<file path="config.mk">
export PLATFORM = sky130hd
export DESIGN_NAME = alu_seq_unit
export DESIGN_NICKNAME = d
export VERILOG_FILES = /design/src/rtl/alu_seq_unit.sv
export SDC_FILE = /design/constraint.sdc
export NUM_CORES = 1
export LEC_CHECK = 0
export CAP_MARGIN = 25
export CORE_MARGIN = 3
export CORE_UTILIZATION = 24
export DETAILED_ROUTE_END_ITERATION = 10
export PLACE_DENSITY = 0.46
export SETUP_SLACK_MARGIN = 0.1
export SYNTH_ARGS = -nofsm -noshare
export SYNTH_HDL_FRONTEND = slang
export SYNTH_SLANG_ARGS = --single-unit
</file>
<file path="constraint.sdc">
create_clock -name clk_i -period 3.7 [get_ports clk_i]
set_input_delay 0.555 -clock clk_i [delete_from_list [all_inputs] [get_ports clk_i]]
set_output_delay 0.555 -clock clk_i [all_outputs]
set_load 0.01 [all_outputs]
</file>
<file path="src/rtl/alu_seq_unit.sv">
// rtl/alu_seq_unit.sv - execute-stage ALU with funct decode and iterative mul/div
module alu_seq_unit #(
    parameter int WIDTH = 32
) (
    input  logic             clk_i,
    input  logic             rst_i,
    input  logic             valid_i,
    input  logic [1:0]       ALUOp_i,
    input  logic [5:0]       funct_i,
    input  logic [WIDTH-1:0] src1_i,
    input  logic [WIDTH-1:0] src2_i,
    input  logic             flush_i,
    output logic             ready_o,
    output logic             valid_o,
    output logic [WIDTH-1:0] result_o,
    output logic             zero_o,
    output logic [3:0]       alu_ctrl_o,
    output logic             illegal_o
);

    localparam int CW = $clog2(WIDTH);

    localparam logic [3:0] CTRL_AND  = 4'b0000;
    localparam logic [3:0] CTRL_OR   = 4'b0001;
    localparam logic [3:0] CTRL_ADD  = 4'b0010;
    localparam logic [3:0] CTRL_SUB  = 4'b0110;
    localparam logic [3:0] CTRL_SLT  = 4'b0111;
    localparam logic [3:0] CTRL_NOR  = 4'b1100;
    localparam logic [3:0] CTRL_MUL  = 4'b1000;
    localparam logic [3:0] CTRL_DIVU = 4'b1001;
    localparam logic [3:0] CTRL_REMU = 4'b1010;

    typedef enum logic {IDLE, BUSY} state_t;

    state_t          state_q, state_d;
    logic [CW-1:0]   cnt_q;
    logic [3:0]      op_q;
    logic [WIDTH-1:0] a_q, b_q, acc_q;

    logic [3:0]       dec_ctrl;
    logic             dec_illegal;
    logic             dec_multi;
    logic             accept;
    logic [WIDTH-1:0] single_res;

    logic [WIDTH:0]   rem_shift, rem_diff;
    logic             rem_ge;
    logic [WIDTH-1:0] a_next, b_next, acc_next, final_res;

    assign ready_o = (state_q == IDLE);
    assign accept  = valid_i && (state_q == IDLE) && !flush_i;

    always_comb begin
        dec_ctrl    = 4'b0000;
        dec_illegal = 1'b0;
        case (ALUOp_i)
            2'b00: dec_ctrl = CTRL_ADD;
            2'b01: dec_ctrl = CTRL_SUB;
            2'b10: begin
                case (funct_i)
                    6'b100011: dec_ctrl = CTRL_ADD;
                    6'b100001: dec_ctrl = CTRL_SUB;
                    6'b100110: dec_ctrl = CTRL_AND;
                    6'b100101: dec_ctrl = CTRL_OR;
                    6'b101011: dec_ctrl = CTRL_NOR;
                    6'b101000: dec_ctrl = CTRL_SLT;
                    6'b011000: dec_ctrl = CTRL_MUL;
                    6'b011011: dec_ctrl = CTRL_DIVU;
                    6'b011001: dec_ctrl = CTRL_REMU;
                    default:   dec_illegal = 1'b1;
                endcase
            end
            default: dec_illegal = 1'b1;
        endcase
        dec_multi = !dec_illegal &&
                    ((dec_ctrl == CTRL_MUL) || (dec_ctrl == CTRL_DIVU) || (dec_ctrl == CTRL_REMU));
    end

    // Illegal requests decode to the AND code, so the result must be forced to zero here.
    always_comb begin
        single_res = '0;
        if (!dec_illegal) begin
            case (dec_ctrl)
                CTRL_ADD: single_res = src1_i + src2_i;
                CTRL_SUB: single_res = src1_i - src2_i;
                CTRL_AND: single_res = src1_i & src2_i;
                CTRL_OR:  single_res = src1_i | src2_i;
                CTRL_NOR: single_res = ~(src1_i | src2_i);
                CTRL_SLT: single_res = {{(WIDTH-1){1'b0}}, ($signed(src1_i) < $signed(src2_i))};
                default:  single_res = '0;
            endcase
        end
    end

    // a_q: multiplicand (mul) or dividend/quotient shift register (div); acc_q: product or remainder.
    always_comb begin
        rem_shift = {acc_q, a_q[WIDTH-1]};
        rem_diff  = rem_shift - {1'b0, b_q};
        rem_ge    = ~rem_diff[WIDTH];
        if (op_q == CTRL_MUL) begin
            acc_next = acc_q + (b_q[0] ? a_q : '0);
            a_next   = a_q << 1;
            b_next   = b_q >> 1;
        end else begin
            acc_next = rem_ge ? rem_diff[WIDTH-1:0] : rem_shift[WIDTH-1:0];
            a_next   = {a_q[WIDTH-2:0], rem_ge};
            b_next   = b_q;
        end
        final_res = (op_q == CTRL_DIVU) ? a_next : acc_next;
    end

    always_ff @(posedge clk_i) begin
        if (rst_i) state_q <= IDLE;
        else       state_q <= state_d;
    end

    always_comb begin
        state_d = state_q;
        case (state_q)
            IDLE:    if (accept && dec_multi) state_d = BUSY;
            BUSY:    if (flush_i || (cnt_q == '0)) state_d = IDLE;
            default: state_d = IDLE;
        endcase
    end

    always_ff @(posedge clk_i) begin
        if (rst_i) begin
            cnt_q      <= '0;
            op_q       <= 4'b0000;
            a_q        <= '0;
            b_q        <= '0;
            acc_q      <= '0;
            valid_o    <= 1'b0;
            result_o   <= '0;
            zero_o     <= 1'b0;
            alu_ctrl_o <= 4'b0000;
            illegal_o  <= 1'b0;
        end else begin
            valid_o <= 1'b0;
            if (state_q == IDLE) begin
                if (accept) begin
                    if (dec_multi) begin
                        a_q   <= src1_i;
                        b_q   <= src2_i;
                        acc_q <= '0;
                        op_q  <= dec_ctrl;
                        cnt_q <= CW'(WIDTH - 1);
                    end else begin
                        result_o   <= single_res;
                        zero_o     <= (single_res == '0);
                        alu_ctrl_o <= dec_ctrl;
                        illegal_o  <= dec_illegal;
                        valid_o    <= 1'b1;
                    end
                end
            end else if (flush_i) begin
                cnt_q <= '0;
            end else begin
                a_q   <= a_next;
                b_q   <= b_next;
                acc_q <= acc_next;
                if (cnt_q == '0) begin
                    result_o   <= final_res;
                    zero_o     <= (final_res == '0);
                    alu_ctrl_o <= op_q;
                    illegal_o  <= 1'b0;
                    valid_o    <= 1'b1;
                end else begin
                    cnt_q <= cnt_q - 1'b1;
                end
            end
        end
    end

endmodule

</file>
==> results by group, run 1 <==
Synthesis
  • Top FF cell, synth: dfxtp_1
  • Ys async rst share: 0
  • Synthesized area per cell: a little over 7 um2
  • Multiplexer share of the synthesized area: 0.0602
  • Commonest cells post-synth: nor2_1 (293), a21oi_1 (202), nand2_1 (171)
  • Post-Syn Instances: approximately 2200
  • Netlist cell types: 90
  • Syn. warnings: 0
  • Synth Area in XOR/XNOR: 0.0449
  • Post-Synth Adder-Cell Area: 0.131
  • Mapped Area: roughly 16000 um2
  • Register area share after synthesis: 0.179
  • Synth Register Bits: 145
  • Leading cell type by number of instances after synthesis: nor2_1
  • Main combinational cell family by area after synthesis: compound AO/OA/AOI/OAI gates
  • Synth Area in Compound Gates: 0.309
  • Post-synth top area share: 0.179
  • Simple-gate share of the synthesized area: 0.205
  • Post-synth EDFFs: 0
  • Syn Nets: about 2500
  • Synth area leaders: dfxtp_1 (18%), ha_1 (13%), nor2_1 (6.8%), a21oi_1 (6.2%), mux2i_1 (5.4%)
  • Post-synth top area cell: dfxtp_1

Setup path
  • Startpoint class of the critical path: flip-flop
  • Crit-path leading delay family: simple AND/OR/NAND/NOR gates
  • Critical Path Stages: 18
  • Slowest stage delay, CP: 590 ps
  • Most used cell, CP: a21oi_2
  • Worst-path maximum fanout: 6
  • CP max-delay cell: or4b_4
  • Crit-path cells: inv_1 > ha_1 > a21oi_1 > o211ai_1 > a221oi_2 > nand4b_1 > a21oi_2 > nand2b_4 > buf_12 > buf_8 > mux2i_4 > a21oi_2 > or4b_4 > nor4_4 > buf_4 > nand4_1 > nor4b_4 > a221o_1
  • R2R depth: 18
  • Critical path type: flip-flop to flip-flop
  • Buf+Inv Stages, Crit Path: 4
  • Critical Path End Type: flip-flop
  • WP data arrival: 4750 ps
  • Req. time, crit path: 4100 ps

Timing
  • Final clock period utilization by the worst path: 1.18
  • Minimum clock period: between 4000 and 5000 ps
  • Setup violations, final: 7
  • RSZ-0062 raised after global routing: yes
  • Final worst slack: -651 ps
  • Max Clk Rate: about 0.23 GHz
  • Max-Slew Margin vs Limit: 0.313
  • Worst-Margin Slew: 1030 ps
  • Clock skew: approximately 17 ps
  • Final Hold Viols: 0
  • Slew Limit Fails: 0

GRT
  • Gr usage total: 0.214
  • First-pass GRT wire length: 117 mm
  • GRT Max-Usage Layer: met2
  • Global route overflow: 0
  • Initial antenna violation count: 0
  • Largest net degree at the start of global routing: 65
  • Met2 usage: 0.355
  • Vias in the first global route: 19600
  • Met1 GRT Util: 0.300
  • Met3 Track Usage GR: 0.0205

Route
  • DR vias: between 15000 and 20000
  • DR iter-0 viols: ~1300
  • Final ANT Viol Nets: 0
  • DRT Wirelength: around 80 mm
  • Pre-antenna DRT Iters: 6
  • Avg Vias per Cell: ~5
  • Routed length per instance: around 20 um
  • DRC viols: 0

Worst hold path
  • Worst Hold Class: flip-flop to flip-flop
  • Hold path depth: 2

Placed design
  • Gp weighted congestion: 0.898
  • Number of port buffers: around 120
  • Area after DPL: ~23000 um2
  • Detail Placement HPWL: approximately 63 mm

Finish
  • Fillers: 6754
  • Area grow syn2layout: 63.9%
  • Cell area after layout: ~27000 um2
  • # nets final: approximately 3300
  • Ant. Diodes: 0
  • Fraction of layout cells with a size suffix above 1: 0.370

Clock tree
  • CTS tree: done
  • Total CTS buffers: 17
  • Clock transition at path regs: about 70 ps
  • CTS root buf: clkbuf_16
  • Clk Latency, worst-skew pair: 460 ps
  • Clock tree buffer depth: 2
  • CTS H-tree depth: 4
  • Hold Buf Count CTS: 0
  • Sink Count: about 150

Job
  • Max_cap viols: 0

Power and ir drop
  • Pwr/cell area: roughly 230 nW/um2
  • Static Leak: around 12 nW
  • Peak supply drop: approximately 0.00035 V
  • Overall power: between 5 and 6 mW

Outcome
  • Failing checks: negative setup slack
  • Status: finished, violations left

Floorplan
  • DIE AREA: slightly above 70000 um2
  • Starting Density: 0.244
  • Die width: approximately 270 um
  • Io pins: 116
  • # rows: 94
  • Die Y: around 270 um
  • Core area: between 60000 and 70000 um2
==> what timing repair did <==
action                     in CTS  in global routing
hold endpoints to repair        0                  0
gates resized for setup       296                173
pin swaps                      96                 76
setup endpoints to repair      40                 45
cloned                          2                  0
buffers inserted               38                 33
==> power breakdown <==
group,internal [mW],switching (mW)
clock,0.962,0.879
sequential,1.59,0.0250
combinational,1.24,1.28
==> placed cells by master, fill, tap and decap left out, types with 15 or more instances in the layout <==
cell and instances:
inv_1 131, clkdlybuf4s50_1 88, mux2i_1 78, a21oi_2 33, clkbuf_16 17, dfxtp_1 141
o211ai_1 34, buf_6 42, o21ai_2 19, a31oi_1 21, a211oi_2 18, a21oi_1 159
a211oi_1 94, nand2_1 164, ha_4 28, a221oi_1 23, nor2_1 277, and2_1 33
nand4_1 24, xnor2_1 49, dlygate4sd2_1 16, nor3_1 44, ha_1 133, xor2_1 29
o21ai_1 16, o21ai_0 82, o21bai_1 17, inv_2 15, buf_4 731, a21o_1 40
nand2b_1 19, nand3_1 18
==> registers in the layout (all words and copies together), names as in the netlist <==
register	count
a_q	32
acc_q	32
alu_ctrl_o	4
b_q	32
cnt_q	5
illegal_o	1
op_q	4
result_o	32
state_q	1
valid_o	1
zero_o	1
==> path summary, 6_finish.rpt <==
kind	slack, ps	end	start
max	-650	zero_o	b_q[21]
min	470	alu_ctrl_o[2]	alu_ctrl_o[2]
max reg2reg	-650	zero_o	b_q[21]
min reg2reg	470	alu_ctrl_o[2]	alu_ctrl_o[2]
==> kinds of logic after synthesis <==
logic type,after synthesis
compound gates,748
simple gates,719
buf+inv,285
fa+ha+maj,167
flops,145
mux,96
xor+xnor,83
==> tightest hold or removal path, cell delays in order, from the launching register on <==
cell	delay, ps
dfxtp_1	320
nand2_1	50
a21oi_1	50
==> layer usage <==
layer | wire length, um | vias up
li1 | - | 9745
met4 | 1750 | 0
met1 | 37300 | 9401
met2 | 35700 | 487
met5 | 0 | -
met3 | 2980 | 91
==> final cells by class <==
| cell class | instances | area (um2) | share of cell area |
|---|---|---|---|
| Sequential cell | 145 | 2910 | 0.110 |
| Inverter | 149 | 572 | 0.0216 |
| Tap cell | 864 | 1080 | 0.0408 |
| Multi-Input combinational cell | 1813 | 14000 | 0.527 |
| Clock buffer | 17 | 425 | 0.0160 |
| Timing Repair Buffer | 899 | 7370 | 0.278 |
| Clock inverter | 15 | 168 | 0.00632 |
==> metrics by stage <==
step / util / setup WS (ps) / setup TNS (ps) / hold slack [ps] / instances
final: 0.400 / -651 / -1870 / 466 / 3902
after global routing: 0.400 / -844 / -4170 / 493 / 3902
after CTS: 0.386 / -746 / -1380 / 468 / 3878
after detailed placement: 0.354 / -1550 / -23560 / 449 / 3808
after global placement: 0.354 / -1460 / -22030 / 447 / 3808
after floorplan: - / 14.3 / 0 / 462 / 2243
(Power assumes the default switching activity.)
==> run 2: changes to the inputs <==
--- a/config.mk
+++ b/config.mk
@@ -5,6 +5,7 @@
 export SDC_FILE = /design/constraint.sdc
 export NUM_CORES = 1
 export LEC_CHECK = 0
+export ABC_CLOCK_PERIOD_IN_PS = 3700
 export CAP_MARGIN = 25
 export CORE_MARGIN = 3
 export CORE_UTILIZATION = 24
==> results of run 2 <==
No change in the layout: final DEF, timing and power equal those of run 1.
==> run 3: changes to the inputs <==
--- a/config.mk
+++ b/config.mk
@@ -10,8 +10,6 @@
 export CORE_MARGIN = 3
 export CORE_UTILIZATION = 24
 export DETAILED_ROUTE_END_ITERATION = 10
-export PLACE_DENSITY = 0.46
-export SETUP_SLACK_MARGIN = 0.1
 export SYNTH_ARGS = -nofsm -noshare
 export SYNTH_HDL_FRONTEND = slang
 export SYNTH_SLANG_ARGS = --single-unit
==> run 3 against run 2 <==
The flow still finishes with violations (negative setup slack). Global-route usage fell by 1.9 points. Register-to-register slack got worse by 70 ps. Sequential power barely moved. Sequential share of layout area rose by 0.16 points. Combinational power fell by 2%. Critical path type unchanged. Largest cell class unchanged.
==> results by group, run 3 (synthesis results as in run 1) <==
Route
  • Routed length per instance: 18.7 um
  • DRT Wirelength: roughly 72 mm
  • DR vias: 19900
  • DR iter-0 viols: approximately 1600
  • Avg Vias per Cell: between 5 and 6
  • DRC viols: 0
  • Final ANT Viol Nets: 0
  • Pre-antenna DRT Iters: 6

Finish
  • Ant. Diodes: 0
  • Fraction of layout cells with a size suffix above 1: 0.354
  • Area of the multi-input gates: 13800 um2
  • Register area: approximately 3000 um2
  • Area grow syn2layout: 61.6%
  • Most common cell after layout, fill and taps aside: buf_4
  • Fillers: around 6600
  • Final Util: 0.395
  • # nets final: ~3200
  • Most frequent cells in the layout: buf_4 (708), nor2_1 (281), a21oi_1 (166)

Setup path
  • Crit-path cells: inv_4 > ha_4 > inv_2 > fa_2 > a211oi_2 > o21ai_2 > o2111ai_2 > nand4b_1 > buf_4 > a21oi_4 > nand2b_4 > buf_12 > buf_4 > mux2i_4 > mux2i_2 > or4b_4 > nor4_4 > buf_4 > nand4_1 > nor4b_4 > a221o_1
  • Startpoint class of the critical path: flip-flop
  • R2r setup slk: -720 ps
  • Slowest stage delay, CP: between 500 and 600 ps
  • Crit-path leading delay family: simple AND/OR/NAND/NOR gates
  • Buf+Inv Stages, Crit Path: 6
  • Critical path type: flip-flop to flip-flop
  • Most used cell, CP: buf_4
  • Worst-path maximum fanout: 8
  • CP max-delay cell: or4b_4
  • Req. time, crit path: a little over 4000 ps
  • WP data arrival: slightly below 5000 ps
  • Critical Path End Type: flip-flop

Placed design
  • Gp weighted congestion: slightly below 1
  • Detail Placement HPWL: 57.2 mm
  • Number of port buffers: between 100 and 150

Timing
  • Max-Slew Margin vs Limit: 0.438
  • Minimum clock period: roughly 4400 ps
  • Final worst slack: -719 ps
  • Max Clk Rate: between 0.2 and 0.25 GHz
  • Clock skew: 14.2 ps
  • Final Hold Viols: 0
  • Hold WS: roughly 460 ps
  • Slew Limit Fails: 0
  • Setup violations, final: 17
  • Final clock period utilization by the worst path: 1.19
  • Worst-Margin Slew: approximately 840 ps
  • RSZ-0062 raised after global routing: yes

GRT
  • Vias in the first global route: between 15000 and 20000
  • Largest net degree at the start of global routing: 65
  • Global route overflow: 0
  • Initial antenna violation count: 0
  • Gr usage total: 0.195
  • First-pass GRT wire length: 109 mm

Clock tree
  • Hold Buf Count CTS: 0
  • CTS tree: done
  • Sink Count: between 100 and 150
  • Clk Latency, worst-skew pair: 450 ps
  • CTS H-tree depth: 4
  • Total CTS buffers: 17
  • CTS root buf: clkbuf_16
  • Clock transition at path regs: roughly 80 ps
  • Clock tree buffer depth: 2

Power and ir drop
  • Peak supply drop: 0.000226 V
  • Pwr/cell area: ~230 nW/um2
  • Overall power: 5.93 mW
  • Static Leak: about 12 nW

Floorplan
  • Die Y: 266 um
  • # rows: 94
  • Io pins: between 100 and 150
  • Die width: around 270 um
  • DIE AREA: 70600 um2
  • Starting Density: 0.244
  • Core area: about 66000 um2

Job
  • Max_cap viols: 0

Worst hold path
  • Worst Hold Class: flip-flop to flip-flop

Outcome
  • Failing checks: negative setup slack
  • Status: finished, violations left
## run 3: per-layer routing
layer / part of all wire / vias to the layer above / GRT usage
met5: 0 / - / 0
met2: 0.46 / 729 / 0.330
li1: - / 9667 / -
met1: 0.44 / 9330 / 0.257
met4: 0.043 / 0 / 0.0738
met3: 0.053 / 159 / 0.0204
## run 3: through the flow
| stage | cells | cell area [um2] | TNS [ps] | setup slack (ps) |
|---|---|---|---|---|
| after floorplan | 2243 | 16200 | 0 | 14.3 |
| after global placement | 3789 | 23300 | -18810 | -1200 |
| after detailed placement | 3789 | 23300 | -19590 | -1310 |
| after CTS | 3850 | 25100 | -2520 | -756 |
| after global routing | 3871 | 26200 | -4840 | -810 |
| final | 3871 | 26200 | -2630 | -719 |
## run 3: what timing repair did
| item | in CTS | in global routing |
|---|---|---|
| buffers inserted | 32 | 33 |
| pin swaps | 79 | 97 |
| gates resized for setup | 226 | 207 |
| cloned | 1 | 1 |
| endpoints found under the setup margin | 33 | 35 |
## run 3: final timing paths
kind,start,end,cells after the start
max reg2reg,a_q[31],zero_o,21
max,a_q[31],zero_o,21
min reg2reg,alu_ctrl_o[2],alu_ctrl_o[2],2
min,alu_ctrl_o[2],alu_ctrl_o[2],2
## run 3: cell type report
| type | instances | share of cell area |
|---|---|---|
| clock buffers | 17 | 0.0163 |
| clock inverters | 15 | 0.00703 |
| inverters | 149 | 0.0217 |
| multi-input cells | 1813 | 0.529 |
| flip-flops and latches | 145 | 0.111 |
| well taps | 864 | 0.0413 |
| repair buffers | 868 | 0.273 |
## run 3: where the power goes
part	internal, mW	leakage (nW)	total (mW)	switching, mW
clock network	0.974	0.296	1.85	0.879
logic	1.22	10.0	2.47	1.25
registers	1.59	1.18	1.61	0.0241
total	3.79	11.5	5.93	2.15
## run 3: worst register-to-register path: cells and delay by family (launching register included)
| kind | cells | cell delay (ps) |
|---|---|---|
| simple gates | 6 | 1460 |
| compound gates | 5 | 930 |
| buf+inv | 6 | 710 |
| fa+ha+maj | 2 | 490 |
| mux | 2 | 400 |
| flops | 1 | 370 |
